===== src/rtl/mul_seq_pkg.sv =====
// Shared constants for the radix-4 Booth multiply sequencer: FSM encodings,
// partial-product select codes and the Booth recoding helper.
package mul_seq_pkg;

    localparam logic [1:0] ST_IDLE = 2'd0;
    localparam logic [1:0] ST_RUN  = 2'd1;
    localparam logic [1:0] ST_DONE = 2'd2;

    localparam logic [2:0] SEL_ZERO = 3'd0;
    localparam logic [2:0] SEL_P1   = 3'd1;
    localparam logic [2:0] SEL_P2   = 3'd2;
    localparam logic [2:0] SEL_M1   = 3'd3;
    localparam logic [2:0] SEL_M2   = 3'd4;

    // Triplet is {b[2i+1], b[2i], b[2i-1]}.
    function automatic logic [2:0] booth_sel(input logic [2:0] trip);
        logic [2:0] sel;
        case (trip)
            3'b001, 3'b010: sel = SEL_P1;
            3'b011:         sel = SEL_P2;
            3'b100:         sel = SEL_M2;
            3'b101, 3'b110: sel = SEL_M1;
            default:        sel = SEL_ZERO;
        endcase
        return sel;
    endfunction

endpackage


===== src/rtl/booth_pp_sel.sv =====
// Radix-4 Booth partial-product selector: maps a multiplier triplet to
// 0, +/-mcand or +/-2*mcand, sign-extended to W+2 bits.
module booth_pp_sel
    import mul_seq_pkg::*;
#(
    parameter int W = 32
) (
    input  logic [2:0]   triplet,
    input  logic [W-1:0] mcand,
    output logic [W+1:0] pp
);

    logic [W+1:0] m_ext;
    logic [2:0]   sel;

    assign m_ext = {{2{mcand[W-1]}}, mcand};
    assign sel   = booth_sel(triplet);

    // W+2 bits hold 2*mcand and -2*mcand for every input, including the most negative one.
    always_comb begin
        pp = '0;
        case (sel)
            SEL_P1:  pp = m_ext;
            SEL_P2:  pp = m_ext << 1;
            SEL_M1:  pp = -m_ext;
            SEL_M2:  pp = -(m_ext << 1);
            default: pp = '0;
        endcase
    end

endmodule


===== src/rtl/mul_seq_ctrl.sv =====
// Iterative radix-4 Booth multiply sequencer: one bit-pair per clock for W/2
// cycles, 2W-bit product on hi/lo with a one-cycle done pulse.
module mul_seq_ctrl
    import mul_seq_pkg::*;
#(
    parameter int W  = 32,
    parameter int CW = 5
) (
    input  logic         clk,
    input  logic         clr_n,
    input  logic         start,
    input  logic [W-1:0] a,
    input  logic [W-1:0] b,
    output logic         busy,
    output logic         done,
    output logic [W-1:0] hi,
    output logic [W-1:0] lo
);

    localparam int PW = 2 * W;
    localparam logic [CW-1:0] LAST = CW'(W / 2 - 1);

    logic [1:0]    state;
    logic [W-1:0]  mcand;
    logic [W-1:0]  mplier;
    logic          prev;
    logic [PW-1:0] acc;
    logic [CW-1:0] count;
    logic [W+1:0]  pp;
    logic [PW-1:0] pp_shift;
    logic [PW-1:0] sum;

    // mplier shifts right two bits per iteration, so bits [1:0] are always
    // b[2i+1:2i] and prev carries b[2i-1].
    booth_pp_sel #(.W(W)) u_pp_sel (
        .triplet ({mplier[1:0], prev}),
        .mcand   (mcand),
        .pp      (pp)
    );

    always_comb begin
        pp_shift = {{(PW - W - 2){pp[W+1]}}, pp} << {count, 1'b0};
        sum      = acc + pp_shift;
    end

    assign busy = (state == ST_RUN);
    assign done = (state == ST_DONE);

    always_ff @(posedge clk or negedge clr_n) begin
        if (!clr_n) begin
            state  <= ST_IDLE;
            mcand  <= '0;
            mplier <= '0;
            prev   <= 1'b0;
            acc    <= '0;
            count  <= '0;
            hi     <= '0;
            lo     <= '0;
        end else begin
            case (state)
                ST_RUN: begin
                    acc    <= sum;
                    count  <= count + 1'b1;
                    prev   <= mplier[1];
                    mplier <= {2'b00, mplier[W-1:2]};
                    if (count == LAST) begin
                        {hi, lo} <= sum;
                        state    <= ST_DONE;
                    end
                end
                default: begin
                    if (start) begin
                        mcand  <= a;
                        mplier <= b;
                        prev   <= 1'b0;
                        acc    <= '0;
                        count  <= '0;
                        state  <= ST_RUN;
                    end else begin
                        state  <= ST_IDLE;
                    end
                end
            endcase
        end
    end

endmodule


===== config.mk =====
export PLATFORM = sky130hd
export DESIGN_NAME = mul_seq_ctrl
export DESIGN_NICKNAME = d
export VERILOG_FILES = /design/src/rtl/mul_seq_pkg.sv /design/src/rtl/booth_pp_sel.sv /design/src/rtl/mul_seq_ctrl.sv
export SDC_FILE = /design/constraint.sdc
export NUM_CORES = 1
export LEC_CHECK = 0
export BUFFER_PORTS_ARGS = -buffer_cell sky130_fd_sc_hd__buf_4
export CAP_MARGIN = 15
export CORE_MARGIN = 1
export CORE_UTILIZATION = 55
export CTS_CLUSTER_SIZE = 28
export DETAILED_ROUTE_END_ITERATION = 8
export GPL_TIMING_DRIVEN = 1
export HOLD_SLACK_MARGIN = 0.15
export PLACE_DENSITY_LB_ADDON = 0.25
export RECOVER_POWER = 25
export SETUP_SLACK_MARGIN = 0.05
export SLEW_MARGIN = 20
export SYNTH_ARGS = -nofsm -noshare
export SYNTH_HDL_FRONTEND = slang
export SYNTH_SLANG_ARGS = --single-unit

===== constraint.sdc =====
create_clock -name clk -period 6.2 [get_ports clk]
set_input_delay 0.31 -clock clk [delete_from_list [all_inputs] [get_ports clk]]
set_output_delay 0.31 -clock clk [all_outputs]
set_load 0.1 [all_outputs]

==> summary.md <==
| Metric | Value |
|---|---|
| Status | finished with violations |
| Failing checks | max-capacitance violations, max-slew violations |
| Fmax | about 0.17 GHz |
| Worst R2R End | acc[39] |
| Kind of critical path | reg -> reg |
| H-tree depth | 4 |
| Io pins | 133 |
| CTS tree | yes |
| Post-Syn Nets | roughly 2000 |
| Rows | 61 |
| RePlAce Congestion | just over 1 |
| Most frequent CP cell | buf_4 |
| Cts bufs inserted | 17 |
| Final antenna-violating net count | 0 |
| Port Buffer Count | around 130 |
| Layout cell share with drive strength beyond 1 | 0.237 |
| Tmin final | between 5 and 6 ns |
| Syn avg cell area | between 8 and 9 µm² |
| DIE AREA | between 20000 and 30000 µm² |
| Synth cell types | 79 |
| Max-cap violations | 1 |
| Nets | 2357 |
| Worst hold path depth | 3 |
| Post-synth EDFFs | 0 |
| Count leader, synth | o21ai_0 |
| Routed WL per cell | around 19 µm |
| Flops & latches, synth | 200 |
| Number of antenna violations at the first check in global routing | 0 |
| Worst Skew | approximately 0.017 ns |
| Vias/cell | ~6.1 |
| Slew headroom | -1.67 |
| R2R setup slack | 0.22 ns |
| Largest net degree at the start of global routing | 100 |
| Crit path DAT | around 6.3 ns |
| CTS clk-pin slew, worst paths | ~0.080 ns |
| Mapped Area | 15600 µm² |
| Hold Startpoint | b[20] |
| CTS root buffer | clkbuf_16 |
| Async SR Flop Fraction | 1.00 |
| Chip width | roughly 170 µm |
| Gr ovfl total | 0 |
| Clk buf depth | 2 |
| Synth area leader | dfrtp_1 |
| Vias | 16000 |
| Post-Route WL | between 50000 and 60000 µm |
| Final setup fails | 0 |
| Gate count after technology mapping | 1915 |
| Worst-margin pin slew | 4.00 ns |
| Initial core utilization | 0.561 |
| DR DRC count | 0 |
| First-pass GRT wire length | around 80000 µm |
| Antenna diodes | 0 |
| Worst-skew pair later-pin latency | approximately 0.47 ns |
| Number of global-route vias before repair | between 15000 and 20000 |
| Final HPWL DP | between 30000 and 40000 µm |
| Final Max Slew Viols | 73 |
| TritonRoute pass-1 iters | 6 |
| Area grow syn2layout | 27.3% |
| Worst R2R Start | mcand[0] |
| CP endpoint kind | flip-flop |
| Die H | 171 µm |
| Critical Path Source | mcand[0] |
| Commonest cells in the netlist | o21ai_0 (264), nand2_1 (216), dfrtp_1 (200) |
| Total global-route track usage | 0.349 |
| Ys flop type | dfrtp_1 |
| Yosys top cell area share | 0.320 |
| Peak fanout along the critical path | 5 |
| Worst setup SP type | flip-flop |
| Final critical-path share of the clock period | 0.964 |
| Hold WS | around 0.16 ns |
| Core Footprint | approximately 28000 µm² |
| CTS Sinks | 200 |
| Setup repair after global routing missed its margin | yes |
| Synth top area cells | dfrtp_1 (32%), o21ai_0 (8.5%), ha_1 (5.3%) |
| CP peak stage delay | ~0.5 ns |
| Starting DRT DRC Count | around 1500 |
| Min-Delay Endpoint | mplier[20] |
| Worst R2R Path Depth | 26 |
| Fin. Hold Viols | 0 |
| Critical path required time | 6.52 ns |
| CP max-delay cell | mux4_2 |
| Post-synthesis sequential area ratio | 0.320 |
| Worst hold-check path type | in -> reg |
| Count of yosys warnings during synthesis | 0 |
worst max-delay path: cells and delay by family (launching register included):
family / cells / cell delay [ns]
fa+ha+maj: 2 / 0.46
xor+xnor: 1 / 0.27
simple gates: 7 / 1.40
mux: 2 / 0.82
flops: 1 / 0.44
buf+inv: 5 / 0.66
compound gates: 9 / 1.76
what timing repair did:
| item | CTS | global route |
|---|---|---|
| hold buffers | 56 | 0 |
| cloned | 0 | 0 |
| gates resized for setup | 4 | 67 |
| endpoints found under the setup margin | 8 | 56 |
| buffers inserted | 0 | 4 |
| hold endpoints to repair | 125 | 0 |
| pin swaps | 0 | 8 |
metrics by stage:
| step | area (µm²) | util | setup TNS [ns] | cells | setup slack [ns] |
|---|---|---|---|---|---|
| finish | 19900 | 0.714 | 0 | 2614 | 0.223 |
| global route | 19900 | 0.714 | -0.0416 | 2614 | -0.0358 |
| CTS | 19700 | 0.707 | 0 | 2609 | 0.0388 |
| detailed placement | 18400 | 0.662 | 0 | 2521 | 0.0760 |
| global placement | 18400 | 0.662 | 0 | 2521 | 0.135 |
| floorplan | 15600 | - | 0 | 1915 | 0.389 |
cell usage in the layout (no fill, tap or decap), types with 55 or more instances in the layout:
cell | synthesis | final
a21oi_1 | 131 | 123
buf_4 | 1 | 361
dfrtp_1 | 200 | 197
dlygate4sd3_1 | 0 | 56
ha_1 | 66 | 62
mux2i_1 | 77 | 76
nand2_1 | 216 | 215
nand3_1 | 78 | 78
nor2_1 | 123 | 122
o21ai_0 | 264 | 254
xnor2_1 | 57 | 55
sequential cells by signal, indices dropped and copies added, names as in the netlist:
| register | flops |
|---|---|
| acc | 64 |
| hi | 32 |
| lo | 32 |
| mcand | 32 |
| mplier | 32 |
| count | 5 |
| state | 2 |
| prev | 1 |
kinds of logic after synthesis:
kind of cell,Yosys count,synth area share
DFF,200,0.320
and+or+nand+nor,591,0.180
AOI/OAI and AO/OA,635,0.248
xor gates and xnor gates,93,0.0521
buffers and inverters,192,0.0469
muxes,137,0.0983
adders and majority gates,67,0.0541
metal layers:
metal | wire (µm) | up-vias | GRT usage
met5 | 0 | - | 0
met4 | 1400 | 0 | 0.114
met3 | 3740 | 119 | 0.0694
met2 | 23900 | 633 | 0.582
met1 | 21400 | 7697 | 0.452
li1 | - | 7595 | -
worst max-delay path by stage:
| stage | cells after the start | slack (ns) | endpoint |
|---|---|---|---|
| 2_1_floorplan | 25 | 0.39 | hi[31] |
| 3_3_place_gp | 25 | 0.14 | acc[48] |
| 3_5_place_dp | 27 | 0.08 | hi[16] |
| 4_1_cts | 21 | 0.04 | hi[31] |
| 5_1_grt | 30 | -0.04 | acc[39] |
| 6_report | 26 | 0.22 | acc[39] |
layout make-up:
cell class	instances	area, µm²
fill	2265	7970
clock inverter	15	256
sequential	200	5010
inverter	32	120
multi-input combinational	1523	10200
timing repair buffer	449	3430
tap	378	473
clock buffer	17	425
Power is left out: the tool's default activity adds up to more than one toggle a clock period on the data nets, which glitch-free logic cannot reach.
